--- src/rtl/fetch_unit.sv ---
// ============================================================================
// fetch_unit: owns the PC, issues one-at-a-time imem reads and presents a
// registered, stallable {instruction, pc} to decode. Rev 1.0
// ============================================================================
`default_nettype none

module fetch_unit #(
  parameter logic [31:0] RESET_PC = 32'h0000_0000
) (
  input  logic        clk,
  input  logic        rst_n,
  output logic        imem_req_valid,
  input  logic        imem_req_ready,
  output logic [31:0] imem_addr,
  input  logic        imem_rsp_valid,
  input  logic [31:0] imem_rsp_data,
  input  logic        redirect_valid,
  input  logic [31:0] redirect_pc,
  input  logic        stall,
  output logic        if_valid,
  output logic [31:0] if_instruction,
  output logic [31:0] if_pc,
  output logic [31:0] if_pc_plus4
);

  typedef enum logic [1:0] {
    S_RESET = 2'd0,
    S_REQ   = 2'd1,
    S_WAIT  = 2'd2,
    S_HOLD  = 2'd3
  } state_e;

  state_e      state_q;
  logic [31:0] pc_q;
  logic        kill_q;
  logic        valid_q;
  logic [31:0] instr_q;
  logic [31:0] out_pc_q;
  logic [31:0] out_pc4_q;
  logic [31:0] hold_instr_q;
  logic [31:0] hold_pc_q;

  logic [31:0] pc_inc_d;
  logic [31:0] hold_pc_inc_d;
  logic [31:0] redirect_pc_d;
  logic        redirect_lsb_unused;

  assign pc_inc_d            = pc_q + 32'd4;
  assign hold_pc_inc_d       = hold_pc_q + 32'd4;
  assign redirect_pc_d       = {redirect_pc[31:2], 2'b00};
  assign redirect_lsb_unused = ^redirect_pc[1:0];

  assign imem_req_valid = (state_q == S_REQ);
  assign imem_addr      = pc_q;
  assign if_valid       = valid_q;
  assign if_instruction = instr_q;
  assign if_pc          = out_pc_q;
  assign if_pc_plus4    = out_pc4_q;

  always_ff @(posedge clk or negedge rst_n) begin
    if (!rst_n) begin
      state_q      <= S_RESET;
      pc_q         <= RESET_PC;
      kill_q       <= 1'b0;
      valid_q      <= 1'b0;
      instr_q      <= 32'd0;
      out_pc_q     <= RESET_PC;
      out_pc4_q    <= RESET_PC + 32'd4;
      hold_instr_q <= 32'd0;
      hold_pc_q    <= RESET_PC;
    end else begin
      // Default: a live output taken by decode empties the register.
      if (valid_q && !stall) begin
        valid_q <= 1'b0;
      end

      if (redirect_valid) begin
        pc_q    <= redirect_pc_d;
        valid_q <= 1'b0;
        case (state_q)
          S_REQ: begin
            // An old-address request accepted this cycle must be discarded later.
            if (imem_req_ready) begin
              state_q <= S_WAIT;
              kill_q  <= 1'b1;
            end
          end
          S_WAIT: begin
            if (imem_rsp_valid) begin
              state_q <= S_REQ;
              kill_q  <= 1'b0;
            end else begin
              kill_q  <= 1'b1;
            end
          end
          default: begin
            state_q <= S_REQ;
            kill_q  <= 1'b0;
          end
        endcase
      end else begin
        case (state_q)
          S_RESET: begin
            state_q <= S_REQ;
          end
          S_REQ: begin
            if (imem_req_ready) begin
              state_q <= S_WAIT;
            end
          end
          S_WAIT: begin
            if (imem_rsp_valid) begin
              if (kill_q) begin
                kill_q  <= 1'b0;
                state_q <= S_REQ;
              end else if (!valid_q || !stall) begin
                valid_q   <= 1'b1;
                instr_q   <= imem_rsp_data;
                out_pc_q  <= pc_q;
                out_pc4_q <= pc_inc_d;
                pc_q      <= pc_inc_d;
                state_q   <= S_REQ;
              end else begin
                hold_instr_q <= imem_rsp_data;
                hold_pc_q    <= pc_q;
                pc_q         <= pc_inc_d;
                state_q      <= S_HOLD;
              end
            end
          end
          default: begin
            if (!stall) begin
              valid_q   <= 1'b1;
              instr_q   <= hold_instr_q;
              out_pc_q  <= hold_pc_q;
              out_pc4_q <= hold_pc_inc_d;
              state_q   <= S_REQ;
            end
          end
        endcase
      end
    end
  end

endmodule

`default_nettype wire

--- config.mk ---
export PLATFORM = sky130hd
export DESIGN_NAME = fetch_unit
export DESIGN_NICKNAME = d
export VERILOG_FILES = /design/src/rtl/fetch_unit.sv
export SDC_FILE = /design/constraint.sdc
export NUM_CORES = 1
export LEC_CHECK = 0
export CAP_MARGIN = 20
export CORE_MARGIN = 1.5
export CORE_UTILIZATION = 52
export DETAILED_ROUTE_END_ITERATION = 8
export HOLD_SLACK_MARGIN = 0.12
export PLACE_DENSITY = 0.82
export REMOVE_ABC_BUFFERS = 1
export SYNTH_ARGS = -nofsm -noshare
export SYNTH_HDL_FRONTEND = slang
export SYNTH_SLANG_ARGS = --single-unit
export TNS_END_PERCENT = 30
--- constraint.sdc ---
create_clock -name clk -period 3.2 [get_ports clk]
set_input_delay 0.64 -clock clk [delete_from_list [all_inputs] [get_ports clk]]
set_output_delay 0.64 -clock clk [all_outputs]
set_load 0.01 [all_outputs]
Word level (Yosys, flattened, before mapping)
Index checks and enable logic that the tools add are counted.
Widths: inputs -> output; s select.

storage, ports and cells
  register bits = 196
  input bits = 70
  output and inout port bits = 130
  word-level logic and storage cells = 78

cells by class
  $add $sub $neg = 2
  equality and inequality tests = 9
  mux-type cells = 41
  bitwise gates (word level) = 4
  reduce and logical (&&, ||, !) cells = 13

operator list
  operator               count
  $mux 32                16
  $pmux 32 s2            3
  $add 32x3->32 const B  2
  $mux 2                 7
  $mux 1                 11
  $ne 2x2->1 const B     4
  $pmux 2 s3             1
  $reduce_and 3->1       2
  $reduce_and 6->1       1
  $ne 5x3->1 const B     1
  $reduce_and 5->1       1
  $not 1->1              4
  $pmux 1 s2             2
  $pmux 2 s2             1
  $reduce_bool 2->1      2
  $ne 3x3->1 const B     1
  $eq 2x1->1 const B     1
  $eq 2x2->1 const B     1
  $logic_not 1->1        2
  $logic_not 2->1        1
  $ne 2x1->1 const B     1
  $reduce_and 2->1       1
  $reduce_or 2->1        1
  $logic_and 1x1->1      1
  $logic_or 1x1->1       1

Depth between registers and ports, before layout
Gate-level depths: netlist of run 1.

  depth after elaboration = 8
  depth in mapped cells = 10
  gate-level depth less buffers = 7

Worst setup path before layout of run 1
OpenSTA, ideal clock, no wires.

  path type = reg2reg
  start point = register state_q[1]
  end point = register out_pc4_q[13], in the netlist if_pc_plus4[13]
  library setup time = 135 ps
  arrival time = 2088 ps
  data required time = 3065 ps
  setup slack = 976 ps
  cell stages (with the launch flop) = 10
  buffers on the path = 3
  period minus slack after synthesis = 2224 ps
  cell sequence = dfrtp_1 -> inv_1 -> ha_1 -> or3_1 -> a221o_1 -> clkbuf_1 -> clkbuf_1 -> clkbuf_1 -> nand2_1 -> o21ai_0

between the ends
  cells in the longest elaborated chain, start to end = 4
  elaborated cells between the ends (all ways) = 11
  classes of those cells = 6 x eq/ne; 1 x mux; 1 x bitwise; 3 x reduce/logical

RTL lines
  item                                line  text
  start: declaration                  33    state_e state_q;
  start signal: assignment            62    state_q <= S_RESET;
  start signal: assignment            84    state_q <= S_WAIT;
  start signal: assignment            90    state_q <= S_REQ;
  $eq 2x1->1 *                        --
  named net imem_req_valid            12    output logic imem_req_valid,
  $reduce_or 2->1 (no source line) *  --
  $not 1->1 (no source line)          --
  $reduce_and 6->1 (no source line)   --
  end signal: assignment              68    out_pc4_q <= RESET_PC + 32'd4;
  end signal: assignment              120   out_pc4_q <= pc_inc_d;
  end signal: assignment              136   out_pc4_q <= hold_pc_inc_d;
  end: declaration                    39    logic [31:0] out_pc4_q;

The timed path passes the listed nets; every way through them passes the cells marked *.
A chain may end at the register's enable or synchronous reset.

Worst setup path after layout of run 1
  start point = register state_q[1]
  end point = output imem_req_valid

between the ends
  cells in the longest elaborated chain, start to end = 1

RTL lines
  item              line  text
  $eq 2x1->1        53    assign imem_req_valid = (state_q == S_REQ);
  end: declaration  12

No other way between the ends.

==> impl_metrics.env, run 1 <==
export IMPL_portBuffers=191
export IMPL_ctsHoldBuffers=0
export IMPL_fin_area_sq_um=12300
export IMPL_final_cells=1353
export IMPL_dp_cells=1321
export IMPL_cts_root_buf="clkbuf_16"
export IMPL_wl_per_cell_um=18.0
export IMPL_cts_tree="yes"
export IMPL_maxSlewHeadroom_pct=46.2
export IMPL_routed_wl_mm=24.4
export IMPL_ys_flop_type="dfrtp_1"
export IMPL_synth_edf_count=0
export IMPL_antenna_found_initial=0
export IMPL_tightest_slew_ns=0.800
export IMPL_slew_violations=0
export IMPL_async_reset_ff_share_pct=100
export IMPL_area_delta_synth_final_pct=27.8
export IMPL_synth_top_family_by_area="simple AND/OR/NAND/NOR gates"
export IMPL_grt_start_max_net_pins=97
export IMPL_first_pass_iters=7
export IMPL_max_cap_violations=0
export IMPL_insertedDiodeCount=0
export IMPL_cts_buffer_depth=2
export IMPL_criticalPathCategory="reg2out"
export IMPL_vias=7684
export IMPL_drc_errors=14
export IMPL_cp_max_fo=8
export IMPL_ctsResizeCount=0
export IMPL_core_sq_um=18100
export IMPL_cts_buffers=17
export IMPL_fin_crit_ns=2.54
export IMPL_ant_nets=0
export IMPL_whs_ns=0.198
export IMPL_ir_drop_mv=0.480
export IMPL_synth_seq_cells=188
export IMPL_cts_sinks=188
export IMPL_start_kind="flip-flop"
export IMPL_synth_cell_types=60
export IMPL_crit_required_ns=2.56
export IMPL_synthXorXnorAreaFrac_pct=6.53
export IMPL_skew_ns=0.0116
export IMPL_synthTopCellsByArea="dfrtp_1, mux2i_1, mux2_2, o21ai_0, nand2_1"
export IMPL_p_leak_nw=5.07
export IMPL_hpwlAfterDp_mm=16.8
export IMPL_grtUsageTotal_pct=26.1
export IMPL_clk_latency_ns=0.43
export IMPL_outcome="finished, violations left"
export IMPL_place_area_sq_um=11800
export IMPL_synth_area_sq_um=9650
export IMPL_drive_gt1_share_pct=12.5
export IMPL_start_util_pct=53.4
export IMPL_yosys_area_top_type="dfrtp_1"
export IMPL_ys_warn_count=0
export IMPL_rows=49
export IMPL_grt_pass1_vias=7594
export IMPL_violations="design-rule violations"
export IMPL_rsz0062_at_grt="no"
export IMPL_synthSimpleGateAreaFrac_pct=15.2
export IMPL_synth_adder_area_share_pct=0.778
export IMPL_postLayoutCoreUtil_pct=68.2
export IMPL_fp_dieH_um=139
export IMPL_setup_viol=0
export IMPL_fin_nets=1187
export IMPL_viasPerCell=5.68
export IMPL_drt_iter0_drc=538
export IMPL_p_per_area_nw_per_um2=679
export IMPL_post_route_period_util_pct=79.3
export IMPL_crit_path_end_kind="primary output"
export IMPL_avgSynthCellArea_sq_um=10.2
export IMPL_hold_path_class="in2async"
export IMPL_gp_congestion=0.840
export IMPL_synthCells=947
export IMPL_synth_mux_area_fraction_pct=14.8
export IMPL_p_total_mw=8.38
export IMPL_cts_setup_buffers=0
export IMPL_io_pins=200
export IMPL_clkTransAtPathRegs_ns=0.07
export IMPL_synth_seq_area_share_pct=48.7
export IMPL_netlist_area_leader_share_pct=48.5
export IMPL_gr_total_overflow=0
export IMPL_htreeDepth=4
export IMPL_fmax_ghz=0.394
export IMPL_die_x_um=139
export IMPL_cp_arrival_ns=1.90
export IMPL_grt_pass1_wl_mm=40.1
export IMPL_synth_compound_gate_area_share_pct=9.58
export IMPL_dieArea_sq_um=19400
export IMPL_hold_viol=0
registers in the layout, summed over array words and instances, names as in the netlist:
signal / count
if_pc: 30
hold_instr_q: 32
kill_q: 1
if_valid: 1
if_pc_plus4: 30
state_q: 2
hold_pc_q: 30
if_instruction: 32
imem_addr: 30
routing by layer:
layer / track usage, % / vias up / routed length, um
met5: 0 / - / 0
met4: 8.45 / 0 / 553
met3: 5.37 / 45 / 1800
met2: 41.1 / 304 / 11300
met1: 36.3 / 3696 / 10700
li1: - / 3639 / -
cells in the mapped netlist (4+ instances only):
cell and number:
a21oi_1 11, a221o_1 4, and2_1 4, and3_1 6
and4_1 6, buf_2 21, buf_4 8, buf_6 4
clkbuf_1 38, dfrtp_1 187, ha_1 6, inv_1 12
mux2_2 61, mux2i_1 74, nand2_1 147, nand3_1 32
nand4_1 17, nor2_1 24, nor3_1 27, nor4_1 10
o211ai_1 5, o21ai_0 111, o31ai_1 4, xnor2_1 38
xor2_1 34
cell usage in the layout, fill, tap and decap left out, types with 4 or more instances in the layout:
master,count
buf_12,5
mux2i_1,74
nand4_1,17
nor2_1,24
and3_1,6
clkbuf_16,17
clkinv_2,4
ha_1,5
xnor2_1,38
nand2_1,147
and4_1,6
clkdlybuf4s50_1,189
buf_4,19
inv_1,12
nor3_1,27
dfrtp_1,187
o211ai_1,5
a21oi_1,11
nand3_1,32
mux2_2,61
xor2_1,34
o31ai_1,4
nor4_1,10
o21ai_0,111
conb_1,6
worst max-delay path: stages (launching register included):
cell and delay (ns):
dfrtp_1 0.42, inv_1 0.12, ha_1 0.33, clkdlybuf4s50_1 0.60
stage by stage:
step	setup slack (ns)	TNS (ns)
floorplan	-3.63	-547.61
finish	0.661	0
detailed placement	0.326	0
global placement	0.407	0
global route	0.543	0
CTS	0.644	0
layout make-up:
class	instances	area (sq um)
Clock inverter	13	116
Sequential cell	188	4710
Multi-Input combinational cell	677	4580
Tap cell	229	287
Timing Repair Buffer	215	2150
Clock buffer	19	453
Inverter	12	45.0
Fill cell	1429	5750
power by group:
part / total, mW / internal (mW) / leakage (nW) / switching [mW]
registers: 3.42 / 2.97 / 2.50 / 0.451
clock network: 2.05 / 1.12 / 0.276 / 0.938
logic: 2.91 / 1.54 / 2.30 / 1.37
total: 8.38 / 5.63 / 5.07 / 2.76
cells by family (layout without fill, tap and decap cells):
family / count (synthesis) / in the layout
buffers and inverters: 87 / 259
AOI/OAI and AO/OA: 159 / 159
and+or+nand+nor: 299 / 299
adders and majority gates: 6 / 6
other: 1 / 6
xor gates and xnor gates: 72 / 72
muxes: 135 / 135
DFF: 188 / 188
path summary, 6_finish.rpt:
kind / from / endpoint / slack [ns] / cells after the start
min: rst_n / if_instruction[2] / 0.20 / 1
max reg2reg: state_q[1] / if_pc_plus4[22] / 0.69 / 8
min reg2reg: if_pc_plus4[2] / if_pc_plus4[2] / 0.46 / 2
max: state_q[1] / imem_req_valid / 0.66 / 3
max in group asynchronous: rst_n / if_instruction[27] / 2.07 / 2
min in group clk: if_pc_plus4[2] / if_pc_plus4[2] / 0.46 / 2
Note: power is estimated with default switching activity, not from simulation.
==> inputs of run 2 (changes only) <==
clock period = 2.41 ns   (was 3.2 ns; I/O delays follow)
==> impl_metrics.env, run 2 (synthesis gave the netlist of run 1 again) <==
export IMPL_outcome="finished, violations left"
export IMPL_violations="design-rule violations"
export IMPL_wl_per_cell_um=18.4
export IMPL_ant_nets=0
export IMPL_htreeDepth=4
export IMPL_tightest_slew_ns=0.676
export IMPL_timing_rr_start="hold_pc_q[10]"
export IMPL_p_sw_mw=3.70
export IMPL_cts_sinks=188
export IMPL_power_frac_comb_pct=35.1
export IMPL_ir_drop_mv=0.575
export IMPL_start_kind="flip-flop"
export IMPL_drt_iter0_drc=681
export IMPL_grt_pass1_vias=7939
export IMPL_reg2reg_depth=5
export IMPL_fmax_ghz=0.432
export IMPL_cp_arrival_ns=2.67
export IMPL_start_util_pct=53.4
export IMPL_hold_path_class="reg2reg"
export IMPL_slew_violations=0
export IMPL_cp_max_fo=13
export IMPL_rows=49
export IMPL_cts_buffer_depth=2
export IMPL_gr_total_overflow=0
export IMPL_crit_required_ns=2.77
export IMPL_setup_tns_ns=0
export IMPL_area_delta_synth_final_pct=32.0
export IMPL_gp_congestion=0.883
export IMPL_nFillCells=1377
export IMPL_cts_root_buf="clkbuf_16"
export IMPL_rsz0062_at_grt="yes"
export IMPL_first_pass_iters=8
export IMPL_clkTransAtPathRegs_ns=0.07
export IMPL_ff_latch_area_sq_um=4710
export IMPL_vias=8057
export IMPL_drc_errors=14
export IMPL_rr_endpoint="if_pc_plus4[25]"
export IMPL_min_to="if_pc_plus4[2]"
export IMPL_cts_tree="yes"
export IMPL_p_int_mw=7.82
export IMPL_multi_input_area_sq_um=4600
export IMPL_post_route_period_util_pct=95.9
export IMPL_grtUsageTotal_pct=27.1
export IMPL_criticalPathCategory="reg2reg"
export IMPL_hpwlAfterDp_mm=17.7
export IMPL_antenna_found_initial=0
export IMPL_fp_dieH_um=139
export IMPL_insertedDiodeCount=0
export IMPL_clk_latency_ns=0.43
export IMPL_layout_common_cells="clkdlybuf4s50_1, dfrtp_1, nand2_1, o21ai_0, mux2i_1"
export IMPL_grt_pass1_wl_mm=41.9
export IMPL_fin_nets=1230
export IMPL_drive_gt1_share_pct=15.7
export IMPL_fin_crit_ns=2.31
export IMPL_max_cap_violations=0
export IMPL_dieArea_sq_um=19400
export IMPL_routed_wl_mm=25.6
export IMPL_pwr_share_clk_pct=26.1
export IMPL_die_x_um=139
export IMPL_layout_commonest_cell="clkdlybuf4s50_1"
export IMPL_crit_path_end_kind="flip-flop"
export IMPL_reg2reg_slack_ns=0.1
export IMPL_hold_viol=0
export IMPL_portBuffers=191
export IMPL_p_seq_share_pct=38.8
export IMPL_cts_buffers=17
export IMPL_maxSlewHeadroom_pct=54.9
export IMPL_hold_depth=2
export IMPL_skew_ns=0.0114
export IMPL_postLayoutCoreUtil_pct=70.4
export IMPL_p_per_area_nw_per_um2=904
export IMPL_power_switching_share_pct=32.1
export IMPL_core_sq_um=18100
export IMPL_viasPerCell=5.77
export IMPL_min_delay_start="if_pc_plus4[2]"
export IMPL_grt_start_max_net_pins=72
export IMPL_setup_viol=0
export IMPL_p_leak_nw=5.31
export IMPL_io_pins=200
run 2: changes by cell type in the layout (fill, tap and decap cells not counted), moves of 2 or more:
cell	previous run	this run
clkinvlp_4	3	0
buf_4	19	60
clkbuf_1	0	2
clkbuf_8	3	1
bufinv_16	1	4
run 2: final cells by class:
| class | instances | share of cell area, % |
|---|---|---|
| flip-flops and latches | 188 | 36.9 |
| multi-input cells | 677 | 36.1 |
| repair buffers | 258 | 19.5 |
| clock buffers | 19 | 3.40 |
| well taps | 229 | 2.25 |
| clock inverters | 13 | 1.47 |
| inverters | 12 | 0.354 |
run 2: metal layers:
| layer | global-route usage (%) | share of wire, % | up-vias |
|---|---|---|---|
| met2 | 43.1 | 47 | 357 |
| met5 | 0 | 0 | - |
| met4 | 8.68 | 2.5 | 0 |
| met3 | 5.64 | 7.2 | 54 |
| li1 | - | - | 3728 |
| met1 | 37.3 | 44 | 3918 |
run 2: power by group through the flow:
stage | logic (mW) | registers [mW] | clock network, mW
2_1_floorplan | 1.56 | 4.80 | 0
3_3_place_gp | 3.94 | 4.51 | 0
3_5_place_dp | 4.03 | 4.52 | 0
4_1_cts | 4.05 | 4.47 | 3.04
5_1_grt | 4.37 | 4.58 | 3.17
6_report | 4.04 | 4.47 | 3.00
run 2: worst max-delay path, stage by stage (launching register included):
cell	delay, ns
dfrtp_1	0.44
nand4_1	0.24
or4_4	0.62
or3_2	0.51
a21oi_1	0.25
a221o_1	0.17
run 2: per-stage QoR:
| stage | power, mW | instances | area (sq um) | setup WS [ns] | hold WS [ns] |
|---|---|---|---|---|---|
| after detailed placement | 8.55 | 1363 | 12100 | 0.00805 | 0.466 |
| after global placement | 8.44 | 1363 | 12100 | 0.0693 | 0.450 |
| after CTS | 11.6 | 1396 | 12700 | 0.0906 | 0.475 |
| final | 11.5 | 1396 | 12700 | 0.0977 | 0.471 |
| after global routing | 12.1 | 1396 | 12700 | -0.0127 | 0.494 |
| after floorplan | 6.36 | 877 | 9300 | -4.42 | 0.186 |
run 2: timing repair:
item / 4_1_cts / 5_1_grt
setup endpoints to repair: 0 / 2
endpoints found under the hold margin: 65 / 0
buffers inserted: 0 / 0
resized for setup: 0 / 4
hold buffers: 1 / 0
run 2: worst max-delay path by stage:
| stage | slack, ns | depth (start not counted) | endpoint | startpoint |
|---|---|---|---|---|
| after CTS | 0.09 | 4 | imem_req_valid | state_q[1] |
| after global routing | -0.01 | 5 | if_pc_plus4[25] | hold_pc_q[11] |
| final | 0.1 | 5 | if_pc_plus4[25] | hold_pc_q[10] |
| after detailed placement | 0.008 | 6 | if_pc_plus4[18] | imem_rsp_valid |
| after floorplan | -4.42 | 5 | if_pc_plus4[23] | state_q[0] |
| after global placement | 0.07 | 7 | if_instruction[7] | imem_rsp_valid |
==> RTL change, RTL diff (settings of run 2) <==
Make the reset (`rst_n`) synchronous in one clocked block.
--- a/src/rtl/fetch_unit.sv
+++ b/src/rtl/fetch_unit.sv
@@ -57,7 +57,7 @@
   assign if_pc          = out_pc_q;
   assign if_pc_plus4    = out_pc4_q;
 
-  always_ff @(posedge clk or negedge rst_n) begin
+  always_ff @(posedge clk) begin
     if (!rst_n) begin
       state_q      <= S_RESET;
       pc_q         <= RESET_PC;
Function: differs if rst_n is asserted again (counterexample within 4 cycles, from zero or initial values and one cycle with rst_n low); with rst_n held inactive, the same outputs for 4 cycles.
==> RTL change against run 2 <==
  * Sequential cell count unchanged
  * Routed wire length down 1.6%
  * Largest cell class is now multi-input combinational cells
  * Utilization fell by 0.35 points
  * Setup slack improved by 0.034 ns
  * Area after synthesis decreased by 5.0%
  * Design area is 5.2% lower
  * Via count increased by 5.4%
Power is not compared: it rests on default switching activity, and its combinational part moved more than twofold at a synthesized area within 25%.
==> RTL change: results (changes against run 2) <==
Finish
  • Non-filler instance count after layout: 1,509 (+8.1%)
  • Nets: 1,347 (+9.5%)

Global routing
  • Largest net degree at the start of global routing: 87 (+21%)
  • Number of global-route vias before repair: 8,037 (+1.2%)
  • Total Routing Usage GR: 28.0% (+0.88 points)
  • First-pass GRT wire length: 40,700 um (-2.8%)

Placement
  • HPWL Detailed: 17,000 um (-3.8%)
  • Post-DP Area: 0.0115 mm^2 (-5.1%)
  • Gpl congestion: 0.857 (-3.0%)

Critical path
  • FF-to-FF End: if_pc_plus4[24]$_SDFFE_PN0P_
  • FF-to-FF path depth: 10 (+5)
  • Data arrival, critical path: 2.58 ns (-0.09 ns)
  • R2r startpoint: state_q[0]$_SDFFE_PN0P_
  • Worst Path Max Fanout: 17 (+4)
  • Register-to-register setup slack: 0.13 ns (+0.03 ns)

Synth
  • Commonest cells post-synth: 188 x dfxtp_1, 179 x nand2_1, 98 x nor2_1
  • XOR/XNOR Fraction of Synth Area: 6.88% (+0.35 points)
  • Synth area leaders: dfxtp_1 41%, mux2i_1 8.3%, nand2_1 7.3%
  • Yosys cell types: 61 (+1.7%)
  • Compound-cell area share of the yosys netlist: 16.3% (+6.7 points)
  • FFs w/ async S/R, synth: 0% (-100 points)
  • Register area share after synthesis: 41.1% (-7.7 points)
  • Multiplexer share of the synthesized area: 8.54% (-6.2 points)
  • Mapped Cells: 1,092 (+15%)

Detailed routing
  • WL/cell: 16.7 um (-8.9%)
  • Vias per std cell: 5.63 (-2.4%)
  • DR iter-0 viols: 691 (+1.5%)
  • First-pass iteration count of the detailed router: 5 (-3)

Hold path
  • Hold path startpoint: hold_instr_q[31]$_SDFFE_PN0P_
  • Hold Path Sink: hold_instr_q[31]$_SDFFE_PN0P_

Outcome
  • Status: completed
[RTL change: cell count changes after synthesis, sizes merged, moves of 18 or more]
cell and delta:
a211oi +63, a21oi +79, dfrtp -187, dfxtp +188, mux2 -59, nand2 +33
nor2 +74, nor3 -18, o21ai -67
[RTL change: through the flow]
stage / TNS [ns] / util (%) / setup WS [ns] / hold WS (ns)
floorplan: -732.54 / - / -4.97 / 0.436
global placement: 0 / 66.5 / 0.0464 / 0.434
detailed placement: 0 / 66.5 / 0.0241 / 0.446
CTS: 0 / 69.9 / 0.0854 / 0.456
global route: 0 / 70.1 / 0.00498 / 0.478
finish: 0 / 70.1 / 0.132 / 0.455
[RTL change: logic make-up (layout without fill, tap and decap cells)]
kind of cell	count (synthesis)	after routing
mux	78	78
flops	188	188
xor+xnor	72	72
other cells	1	6
buf+inv	109	296
compound gates	240	240
simple gates	398	398
fa+ha+maj	6	6
[RTL change: cell type report]
| class | count | area (um^2) |
|---|---|---|
| clock buffer | 18 | 439 |
| tap | 225 | 282 |
| sequential | 188 | 3760 |
| multi-input combinational | 800 | 4930 |
| inverter | 8 | 32.5 |
| clock inverter | 14 | 144 |
| fill | 1346 | 5160 |
| timing repair buffer | 256 | 2490 |
[RTL change: how the worst max path moves through the flow]
stage                                    to  slack, ns  cells after the start
2_1_floorplan  if_pc_plus4[24]$_SDFFE_PN0P_      -4.97                      8
3_3_place_gp   if_pc_plus4[24]$_SDFFE_PN0P_       0.05                      6
3_5_place_dp   if_pc_plus4[27]$_SDFFE_PN0P_       0.02                      6
4_1_cts        if_pc_plus4[27]$_SDFFE_PN0P_       0.09                      7
5_1_grt        if_pc_plus4[24]$_SDFFE_PN0P_      0.005                     10
6_report       if_pc_plus4[24]$_SDFFE_PN0P_       0.13                     10
[RTL change: power by group]
| part | internal, mW | leakage (nW) | switching [mW] | total (mW) |
|---|---|---|---|---|
| sequential | 3.24 | 1.53 | 0.0988 | 3.34 |
| combinational | 0.595 | 2.24 | 0.577 | 1.17 |
| clock | 1.56 | 0.287 | 1.27 | 2.83 |
| total | 5.40 | 4.06 | 1.94 | 7.34 |
[RTL change: critical path, cell delays in order, from the launching register on]
cell and delay (ns):
dfxtp_1 0.33, inv_1 0.14, ha_4 0.26, buf_4 0.29
o21ai_0 0.16, nand2_1 0.09, buf_4 0.26, nor2_1 0.08
buf_4 0.17, a32oi_1 0.24, o31ai_1 0.11
[RTL change: routing by layer]
| layer | wire (um) | track usage (%) | share of wire (%) | up-vias |
|---|---|---|---|---|
| li1 | - | - | - | 4144 |
| met1 | 10500 | 34.8 | 41 | 3978 |
| met2 | 12000 | 45.5 | 48 | 327 |
| met3 | 2210 | 8.53 | 8.8 | 47 |
| met4 | 527 | 10.6 | 2.1 | 0 |
| met5 | 0 | 0 | 0 | - |
